--- src/rtl/alu_pkg.sv ---
// Shared definitions for the multi-cycle saturating ALU units (add and subtract).
// Holds default widths, the two-state FSM encoding, saturation limits and the flag bundle.
package alu_pkg;

  localparam int ALU_WIDTH = 16;
  localparam int ALU_DIGIT = 4;

  typedef enum logic {
    IDLE = 1'b0,
    RUN  = 1'b1
  } state_t;

  localparam logic [ALU_WIDTH-1:0] SAT_POS = 16'h7FFF;
  localparam logic [ALU_WIDTH-1:0] SAT_NEG = 16'h8000;

  typedef struct packed {
    logic zr;
    logic neg;
    logic ov;
  } alu_flags_t;

endpackage

--- src/rtl/sat_add_digit.sv ---
// DIGIT-bit combinational ripple adder slice; the top reuses one instance for every step.
module sat_add_digit #(
  parameter int DIGIT = 4
) (
  input  logic [DIGIT-1:0] i_a,
  input  logic [DIGIT-1:0] i_b,
  input  logic             i_cin,
  output logic [DIGIT-1:0] o_s,
  output logic             o_cout
);

  assign {o_cout, o_s} = {1'b0, i_a} + {1'b0, i_b} + {{DIGIT{1'b0}}, i_cin};

endmodule

--- src/rtl/sat_add_seq.sv ---
// Multi-cycle saturating two's-complement adder: DIGIT bits per cycle through a registered carry,
// with zr/neg/ov flags registered together with the result on the done edge.
module sat_add_seq
  import alu_pkg::*;
#(
  parameter int WIDTH = ALU_WIDTH,
  parameter int DIGIT = ALU_DIGIT
) (
  input  logic             clk,
  input  logic             rst_n,
  input  logic             start,
  input  logic [WIDTH-1:0] in1,
  input  logic [WIDTH-1:0] in2,
  output logic             busy,
  output logic             done,
  output logic [WIDTH-1:0] out,
  output logic             zr,
  output logic             neg,
  output logic             ov,
  output state_t           dbg_state
);

  // Handshake: start is sampled only in IDLE (busy==0); done is a one-cycle pulse and out/flags
  // stay valid from that cycle until the next done. There is no backpressure on the result.

  localparam int STEPS  = WIDTH / DIGIT;
  localparam int STEP_W = (STEPS > 1) ? $clog2(STEPS) : 1;
  localparam logic [STEP_W-1:0] LAST_STEP = STEP_W'(STEPS - 1);
  localparam logic [WIDTH-1:0]  W_SAT_POS = {1'b0, {(WIDTH-1){1'b1}}};
  localparam logic [WIDTH-1:0]  W_SAT_NEG = {1'b1, {(WIDTH-1){1'b0}}};

  state_t            r_state;
  state_t            w_state_nxt;
  logic [STEP_W-1:0] r_step;
  logic              r_carry;
  logic [WIDTH-1:0]  r_a;
  logic [WIDTH-1:0]  r_b;
  logic [WIDTH-1:0]  r_part;
  logic [WIDTH-1:0]  r_out;
  alu_flags_t        r_flags;
  logic              r_done;

  logic [DIGIT-1:0]  w_dig_a;
  logic [DIGIT-1:0]  w_dig_b;
  logic [DIGIT-1:0]  w_dig_s;
  logic              w_dig_cout;
  logic              w_last;
  logic [WIDTH-1:0]  w_sum;
  logic [WIDTH-1:0]  w_res;
  alu_flags_t        w_res_flags;

  assign w_dig_a = r_a[r_step*DIGIT +: DIGIT];
  assign w_dig_b = r_b[r_step*DIGIT +: DIGIT];
  assign w_last  = (r_step == LAST_STEP);

  sat_add_digit #(
    .DIGIT (DIGIT)
  ) u_digit (
    .i_a    (w_dig_a),
    .i_b    (w_dig_b),
    .i_cin  (r_carry),
    .o_s    (w_dig_s),
    .o_cout (w_dig_cout)
  );

  always_ff @(posedge clk or negedge rst_n) begin
    if (!rst_n) begin
      r_state <= IDLE;
    end else begin
      r_state <= w_state_nxt;
    end
  end

  always_comb begin
    w_state_nxt = r_state;
    case (r_state)
      IDLE:    if (start) w_state_nxt = RUN;
      RUN:     if (w_last) w_state_nxt = IDLE;
      default: w_state_nxt = IDLE;
    endcase
  end

  // Full sum as it will stand after this step; only meaningful on the last step, where the
  // MSB digit's carry-out is simply dropped.
  always_comb begin
    w_sum = r_part;
    w_sum[r_step*DIGIT +: DIGIT] = w_dig_s;
    w_res       = w_sum;
    w_res_flags = '{zr: ~|w_sum, neg: w_sum[WIDTH-1], ov: 1'b0};
    if (!r_a[WIDTH-1] && !r_b[WIDTH-1] && w_sum[WIDTH-1]) begin
      w_res       = W_SAT_POS;
      w_res_flags = '{zr: 1'b0, neg: 1'b0, ov: 1'b1};
    end else if (r_a[WIDTH-1] && r_b[WIDTH-1] && !w_sum[WIDTH-1]) begin
      w_res       = W_SAT_NEG;
      w_res_flags = '{zr: 1'b0, neg: 1'b1, ov: 1'b1};
    end
  end

  always_ff @(posedge clk or negedge rst_n) begin
    if (!rst_n) begin
      r_step  <= '0;
      r_carry <= 1'b0;
      r_a     <= '0;
      r_b     <= '0;
      r_part  <= '0;
      r_out   <= '0;
      r_flags <= '0;
      r_done  <= 1'b0;
    end else begin
      r_done <= 1'b0;
      case (r_state)
        IDLE: begin
          if (start) begin
            r_a     <= in1;
            r_b     <= in2;
            r_carry <= 1'b0;
            r_step  <= '0;
          end
        end
        RUN: begin
          r_part  <= w_sum;
          r_carry <= w_dig_cout;
          r_step  <= r_step + 1'b1;
          if (w_last) begin
            r_out   <= w_res;
            r_flags <= w_res_flags;
            r_done  <= 1'b1;
          end
        end
        default: ;
      endcase
    end
  end

  assign busy      = (r_state == RUN);
  assign done      = r_done;
  assign out       = r_out;
  assign zr        = r_flags.zr;
  assign neg       = r_flags.neg;
  assign ov        = r_flags.ov;
  assign dbg_state = r_state;

endmodule
--- config.mk ---
export PLATFORM = sky130hd
export DESIGN_NAME = sat_add_seq
export DESIGN_NICKNAME = d
export VERILOG_FILES = /design/src/rtl/alu_pkg.sv /design/src/rtl/sat_add_digit.sv /design/src/rtl/sat_add_seq.sv
export SDC_FILE = /design/constraint.sdc
export NUM_CORES = 1
export LEC_CHECK = 0
export BUFFER_PORTS_ARGS = -buffer_cell sky130_fd_sc_hd__buf_2
export CAP_MARGIN = 40
export CORE_UTILIZATION = 49
export CTS_BUF_LIST = sky130_fd_sc_hd__clkbuf_2 sky130_fd_sc_hd__clkbuf_4 sky130_fd_sc_hd__clkbuf_8
export CTS_CLUSTER_DIAMETER = 50
export DETAILED_ROUTE_END_ITERATION = 8
export PLACE_DENSITY_LB_ADDON = 0.08
export SETUP_SLACK_MARGIN = 0.4
export SYNTH_ARGS = -nofsm -noshare
export SYNTH_HDL_FRONTEND = slang
export SYNTH_SLANG_ARGS = --single-unit
--- constraint.sdc ---
create_clock -name clk -period 3.45 [get_ports clk]
set_input_delay 0.5175 -clock clk [delete_from_list [all_inputs] [get_ports clk]]
set_output_delay 0.5175 -clock clk [all_outputs]
set_load 0.05 [all_outputs]
# == After elaboration in Yosys (flattened, before gate mapping) ==
# Index checks and enable logic that the tools add are counted.
# word_totals
ff_bits,72
input_bits,35
out_inout_bits,22
elab_cells,47
# op_classes
addsub,4
eq_ne,2
shift,4
muxes,14
n_bitwise,1
n_reduce_logical,11
# op_table
cell,n
$neg 4->34,1
$shift 4x34->16 const A,1
$shiftx 4x34->16,1
$mux 16,2
$shiftx 16x5->4,2
$bwmux 16,1
$reduce_or 16->1,1
$mux 3,2
$add 4x4->5,1
$add 5x1->5,1
$mux 1,5
$logic_and 1x1->1,4
$logic_not 1->1,4
$pmux 1 s2,2
$pmux 2 s2,1
$reduce_and 2->1,2
$add 2x1->2 const B,1
$eq 2x2->1 const B,1
$mux 2,1
$ne 2x2->1 const B,1
$not 1->1,1

# == Depth between registers and ports, before layout ==
# Gate-level depths: netlist of run 1.
# logic_depth
depth_word,9
depth_mapped,12
depth_no_buf,10

# == By module ==
# From an unflattened synthesis of run 1, not the netlist that was laid out.
# hier_totals
hier_cells,274
hier_area_um2,3447.1
# by_module_without_submodules
mod,n_inst,cells_each,area_per_inst_um2,seq_area_each_um2
sat_add_seq,1,258,3303.2,1776.7
sat_add_digit,1,16,143.9,0.0

# == Worst setup path before layout of run 1 ==
# No wires, ideal clock.
# synth_timing
path_type,reg-to-reg
startpoint,register r_step[0]
endpoint,register r_flags (netlist bit zr)
setup_ns,0.092
t_arrival_ns,3.257
t_required_ns,3.358
path_slack_ns,0.102
stages_incl_launch_ff,13
n_path_buf,2
synth_period_minus_slack_ns,3.348
path_cell_list,dfrtp_1 -> buf_2 -> buf_2 -> mux4_2 -> inv_1 -> fa_1 -> inv_1 -> fa_1 -> xor2_1 -> a2111oi_2 -> nand4_1 -> or3_1 -> o31ai_2
# synth_between
elab_chain_cells,9
elab_cells_between_ends,17
classes_between,3 x add/sub; 1 x eq/ne; 4 x shift; 3 x mux; 6 x reduce/logical
# synth_lines
element,line_no,text
from (decl),sat_add_seq.sv:34,logic [STEP_W-1:0] r_step;
from (signal assigned),sat_add_seq.sv:123,r_step <= r_step + 1'b1;
"$shiftx 16x5->4, on equally long branches","sat_add_seq.sv:52, sat_add_seq.sv:53",
$add 4x4->5,sat_add_digit.sv:12,"assign {o_cout, o_s} = {1'b0, i_a} + {1'b0, i_b} + {{DIGIT{1'b0}}, i_cin};"
$add 5x1->5,sat_add_digit.sv:12,
$shiftx 4x34->16,sat_add_seq.sv:87,w_sum[r_step*DIGIT +: DIGIT] = w_dig_s;
$bwmux 16,sat_add_seq.sv:87,
$reduce_or 16->1 or $logic_not 1->1 (tied branches),"sat_add_seq.sv:89, sat_add_seq.sv:93",
$logic_not 1->1 or $logic_and 1x1->1 (tied branches),"sat_add_seq.sv:89, sat_add_seq.sv:93",
$mux 3,sat_add_seq.sv:93,end else if (r_a[WIDTH-1] && r_b[WIDTH-1] && !w_sum[WIDTH-1]) begin
$mux 3,sat_add_seq.sv:90,if (!r_a[WIDTH-1] && !r_b[WIDTH-1] && w_sum[WIDTH-1]) begin
to (signal assigned),sat_add_seq.sv:126,r_flags <= w_res_flags;
to (decl),sat_add_seq.sv:40,alu_flags_t r_flags;
# Several ways; a longest one is shown, not always the timed one.
# A chain may end at the register's enable or synchronous reset.

# == Worst setup path in the final report of run 1 ==
# Same ends and word-level chain as after synthesis.

==> results.cfg, run 1 <==
[cells_and_area]
antennaDiodeCount = 0
drive_gt1_frac = 0.385
area_growth_syn_to_fin_pct = 18.6
finalInstanceArea_um2 = 4110
fin_nets = 399
non_filler_cells_in_the_finished_layout = 454

[synthesis]
ys_seq_elements = 69
syn_avg_cell_area_um2 = 11.7
cell_with_the_most_instances_after_synthesis = dfrtp_1
mappedNetlistNets = 340
netlist_area_um2 = 3460
synth_enable_flop_cells = 0
postSynthCellCount = 295
commonest_register_cell_after_synthesis = dfrtp_1
share_of_synthesized_flip_flops_with_an_asynchronous_set_or_reset = 1.00
post-synth-top-area-cell = dfrtp_1
yosys-top-cells-area = dfrtp_1 (50%), mux2_2 (11%), mux4_2 (5.2%), nor2_1 (3.4%), ha_1 (2.9%)
synth_sequential_area_ratio = 0.499
yosysWarningCount = 0
synth.lib_cells_used.distinct = 51
yosys-top-cells-count = dfrtp_1 (69), mux2_2 (35), nor2_1 (31)
netlist.area_leader.share = 0.499

[clock_network]
tritoncts_clock_tree = built
clock_tree.htree_level_count = 3
cts_hold_buffers = 0
cts_buffers = 9
clockBufferDepth = 2
root_buffer = clkbuf_8
worstSkewPairLatency_ps = 350
cts.sinks = 69
clk_pin_slew_ps = 70

[routing]
viasPerCell = 5.42
wl_met2_um = 3620
top_signal_layer_used = met4
wl_met3_um = 254
ant_nets = 0
detailedRoute.firstPassIterationCount = 4
drc_violations_left = 0
wl_um = 7220
wl_met1_um = 3170
dr_iter_0_viols = 139
wl_per_cell_um = 15.9
vias = 2462

[sta]
timing.final.hold_violations = 0
max_freq_mhz = 344
drv_slew = 0
worst_clock_skew_ps = 13.9
timing_worst_slew_pin_value_ps = 650
finalSetupTns_ps = 0
finalSetupViolations = 0
rsz_0062_raised_after_global_routing = false
post-route-period-util = 0.843
slew_headroom = 0.560
period_needed_ps = 2910

[global_routing]
grt_max_degree = 38
grtUsageTotal = 0.219
first_global_vias = 2487
grt_pass1_wl_um = 12100
gr-total-overflow = 0
initial_antenna_violation_count = 0

[setup_path]
timing.critical_path.cells = mux4_2 > inv_1 > fa_1 > inv_1 > fa_2 > xor2_2 > a2111oi_2 > nand4_1 > or3_1 > o31ai_2
r2r_setup_slack_ps = 540
cp_common_cell = inv_1
rr_endpoint = zr
cp_max_fo = 5
required_ps = 3700
timing.critical_path.slowest_cell_delay_ps = 500
timing_worst_setup_path_type = reg2reg
timing.critical_path.slowest_stage_cell = mux4_2
worst-r2r-cell-count = 10
arrival_ps = 3160
endpoint_kind = register
crit-reg2reg-launch = r_step[0]
worstSetupStartpointType = register

[place]
dp_hpwl_um = 5410
post_dp_cell_area_um2 = 3860
gp_routability_congestion = 0.825
count_of_input_and_output_buffers = 56
dp_cells = 437

[floorplanning]
boundaryPins = 57
core_footprint_um2 = 6790
die_area_um2 = 7410
fp.dieW_um = 86.1
die_h_um = 86.1
start_util = 0.510
placement_rows = 30

[worst_hold_path]
timing.hold.worst.class = in2async

[run]
cap_violations = 0

[status]
run_status = finished clean
## worst max-delay path: cells and delay by family (launching register included)
| family | cells | cell delay (ps) |
|---|---|---|
| AOI/OAI and AO/OA | 2 | 520 |
| xor gates and xnor gates | 1 | 180 |
| buffers and inverters | 2 | 150 |
| adders and majority gates | 2 | 570 |
| DFF | 1 | 430 |
| muxes | 1 | 500 |
| and+or+nand+nor | 2 | 460 |
## metal layers
metal,track usage,up-vias
met5,0,-
li1,-,1187
met3,0.0423,12
met1,0.268,1202
met4,0.0985,0
met2,0.376,61
## worst max-delay path by stage
stage	cells past startpoint	end	slack (ps)	from
floorplan	12	zr	430	r_step[0]
global placement	8	zr	310	r_step[0]
detailed placement	8	zr	260	r_step[0]
CTS	10	zr	510	r_step[0]
global route	8	out[2]	410	r_step[0]
finish	10	zr	540	r_step[0]
## sequential cells by signal, summed over array words and instances, names as in the netlist
register  count
r_step        2
out          16
r_carry       1
done          1
r_b          16
r_part       14
zr            1
ov            1
busy          1
r_a          16
## what timing repair did
item,4_1_cts,5_1_grt
endpoints found under the setup margin,12,3
setup buffers,2,0
pin swaps,0,1
gates resized for setup,1,2
## through the flow
stage	setup WS (ps)	hold slack, ps	util
after detailed placement	262	478	0.569
after global placement	309	468	0.566
after floorplan	428	222	-
final	543	204	0.605
after global routing	407	240	0.605
after CTS	508	211	0.604
## cell families after synthesis
logic type      after synthesis  synth area share
mux                          44             0.169
flops                        69             0.499
buf+inv                      30            0.0408
fa+ha+maj                    11            0.0434
xor+xnor                      2           0.00506
simple gates                 74             0.117
compound gates               65             0.126
## layout by cell type, fill, tap and decap left out, types with 2 or more instances in the layout
cell type and instances:
dfrtp_1 68, buf_2 56, mux2_2 35, nor2_1 31, a21oi_1 18, a31oi_1 12, nor2b_1 11, buf_4 11
clkbuf_8 10, o21bai_1 9, inv_1 8, mux4_2 8, nand2_1 8, ha_1 7, o21ai_0 5, o22ai_1 4
nand4_1 3, a32o_1 3, nand3_1 2, a41oi_1 2, nor3b_1 2, nor3_1 2, nor4bb_1 2, nor4b_1 2
o31ai_1 2, nand4b_1 2, clkinvlp_4 2, bufinv_16 2
## area by class of cell
cell class,instances,area (um2)
multi-input cells,196,1610
inverters,9,33.8
clock inverters,5,83.8
repair buffers,69,394
well taps,96,120
flip-flops and latches,69,1730
fillers,610,2690
clock buffers,10,138
Power of run 1 is left out: the tool's default activity adds up to more than one toggle a clock period on the data nets, which glitch-free logic cannot reach.
==> inputs of run 2 (changes only) <==
--- a/config.mk
+++ b/config.mk
@@ -5,6 +5,7 @@
 export SDC_FILE = /design/constraint.sdc
 export NUM_CORES = 1
 export LEC_CHECK = 0
+export ABC_AREA = 1
 export BUFFER_PORTS_ARGS = -buffer_cell sky130_fd_sc_hd__buf_2
 export CAP_MARGIN = 40
 export CORE_UTILIZATION = 49
==> constraint.sdc (replaced) <==
create_clock -name clk -period 2.3 [get_ports clk]
set_input_delay 0.345 -clock clk [delete_from_list [all_inputs] [get_ports clk]]
set_output_delay 0.345 -clock clk [all_outputs]
set_load 0.05 [all_outputs]
==> run 2 against run 1 <==
Net effect:
- the run now ends with negative setup slack left
- final cell count is 26% higher
- first-iteration DRC count is 39% lower
- utilization is 8.0 points higher
- clock-buffer cell count is 3 higher
- global-route usage is 0.55 points higher
- highest routed layer unchanged
- maximum frequency is 10% higher
- routed wire length is 11% higher
- critical path type unchanged
- worst hold slack worse by 200 ps
- non-clock buffer count is 34 higher
- die area is 3.7% higher
- synthesized cell count is 28% higher
- flip-flop and latch count is 2 higher
==> results.cfg, run 2 <==
[clock_network]
root_buffer = clkbuf_8
clockBufferDepth = 2
cts_hold_buffers = 0
cts_buffers = 9
clk_pin_slew_ps = 70
tritoncts_clock_tree = built
cts.sinks = 71
clock_tree.htree_level_count = 3
worstSkewPairLatency_ps = 350

[sta]
max_freq_mhz = 380
timing_worst_slew_pin_value_ps = 433
rsz_0062_raised_after_global_routing = true
timing.final.hold_violations = 0
drv_slew = 0
post-route-period-util = 1.14
slew_headroom = 0.711
timing.hold.ws_ps = 8.04
postLayoutSetupSlackWorst_ps = -333
period_needed_ps = 2630
finalSetupViolations = 22
worst_clock_skew_ps = 8.17

[routing]
wl_um = 8010
vias = 2904
drc_violations_left = 0
detailedRoute.firstPassIterationCount = 4
dr_iter_0_viols = 85
viasPerCell = 5.06
wl_per_cell_um = 14.0
ant_nets = 0

[synthesis]
commonest_register_cell_after_synthesis = dfrtp_1
synth.lib_cells_used.distinct = 32
syn_avg_cell_area_um2 = 9.53
synth_enable_flop_cells = 0
netlist_area_um2 = 3590
ys_seq_elements = 71
netlist.area_leader.share = 0.494
post-synth-top-area-cell = dfrtp_1
mappedNetlistNets = 422
share_of_synthesized_flip_flops_with_an_asynchronous_set_or_reset = 1.00
yosys-top-cells-count = dfrtp_1 (71), nand2_1 (69), nor2_1 (46)
yosysWarningCount = 0
synth_sequential_area_ratio = 0.494
yosys-top-cells-area = dfrtp_1 (49%), mux2_2 (10%), nand2_1 (7.2%), nor2_1 (4.8%), o21ai_0 (4.0%)
cell_with_the_most_instances_after_synthesis = dfrtp_1
postSynthCellCount = 377

[floorplanning]
core_footprint_um2 = 6940
die_area_um2 = 7680
die_h_um = 87.6
start_util = 0.517
fp.dieW_um = 87.6
placement_rows = 30
boundaryPins = 57

[setup_path]
timing_worst_setup_path_type = reg2reg
rr_endpoint = zr
endpoint_kind = register
worst-r2r-cell-count = 15
cp_max_fo = 8
arrival_ps = 2930
required_ps = 2590
crit-reg2reg-launch = r_step[0]
r2r_setup_slack_ps = -330
worstSetupStartpointType = register

[cells_and_area]
layout.cells.most_common_list = dfrtp_1 (71), nand2_1 (61), buf_2 (56), nor2_1 (38), buf_4 (33)
finalInstanceArea_um2 = 4750
antennaDiodeCount = 0
non_filler_cells_in_the_finished_layout = 574
layout_commonest_cell = dfrtp_1
fin_nets = 518
drive_gt1_frac = 0.479
area_growth_syn_to_fin_pct = 32.3

[global_routing]
initial_antenna_violation_count = 0
grt_max_degree = 72
grtUsageTotal = 0.225
gr-total-overflow = 0
grt_pass1_wl_um = 13100
first_global_vias = 2855

[place]
gp_routability_congestion = 0.894
post_dp_cell_area_um2 = 4190
dp_hpwl_um = 5630
count_of_input_and_output_buffers = 56
dp_cells = 545

[run]
cap_violations = 0

[status]
violations_in_the_final_reports = negative setup slack
run_status = finished with violations

[worst_hold_path]
timing.hold.worst.class = in2async
-- run 2: kinds of logic (layout without fill, tap and decap cells) --
family                   count (synthesis)  in the layout  share of synthesized area
AO/OA/AOI/OAI                           74             74                      0.130
multiplexers                            32             32                      0.100
AND/OR/NAND/NOR                        137            137                      0.170
buffers and inverters                   53            154                     0.0658
adder cells (fa/ha/maj)                 10             10                     0.0390
flip-flops                              71             71                      0.494
-- run 2: critical path, cell delays in order, from the launching register on --
cell,delay (ps)
dfrtp_1,410
inv_2,120
nand2_1,70
a32o_2,260
fa_2,360
inv_2,70
fa_2,470
inv_1,90
nor2_2,40
a22oi_2,150
nand2_1,90
nor3_2,100
nand3_1,80
nor2_1,130
nand2_1,70
nand2_1,60
-- run 2: what timing repair did --
| item | CTS | global route |
|---|---|---|
| gates resized for setup | 15 | 54 |
| pin swaps | 7 | 12 |
| setup endpoints to repair | 35 | 45 |
| cloned | 0 | 1 |
| buffers inserted | 9 | 3 |
-- run 2: layer usage --
layer	part of all wire	GRT usage	vias to the layer above	routed length [um]
li1	-	-	1441	-
met1	0.43	0.265	1402	3460
met2	0.53	0.398	49	4210
met3	0.024	0.0396	12	190
met4	0.018	0.103	0	148
met5	0	0	-	0
-- run 2: area by class of cell --
cell class                 instances  area [um2]
sequential                        71        1780
timing repair buffer             103         721
multi-input combinational        253        1770
inverter                          35         131
clock inverter                     3        65.1
clock buffer                      13         166
tap                               96         120
fill                             569        2190
-- run 2: through the flow --
step | setup WS, ps | setup TNS (ps) | util
after floorplan | -252 | -457 | -
after global placement | -370 | -3700 | 0.604
after detailed placement | -384 | -4460 | 0.604
after CTS | -311 | -3280 | 0.652
after global routing | -433 | -6040 | 0.685
final | -333 | -2870 | 0.685
-- run 2: how the worst max path moves through the flow --
stage	startpoint	to	slack (ps)
floorplan	r_step[0]	zr	-250
global placement	r_step[1]	zr	-370
detailed placement	r_step[1]	zr	-380
CTS	r_step[0]	zr	-310
global route	r_step[0]	zr	-430
finish	r_step[0]	zr	-330
Power of run 2 is left out for the same reason.
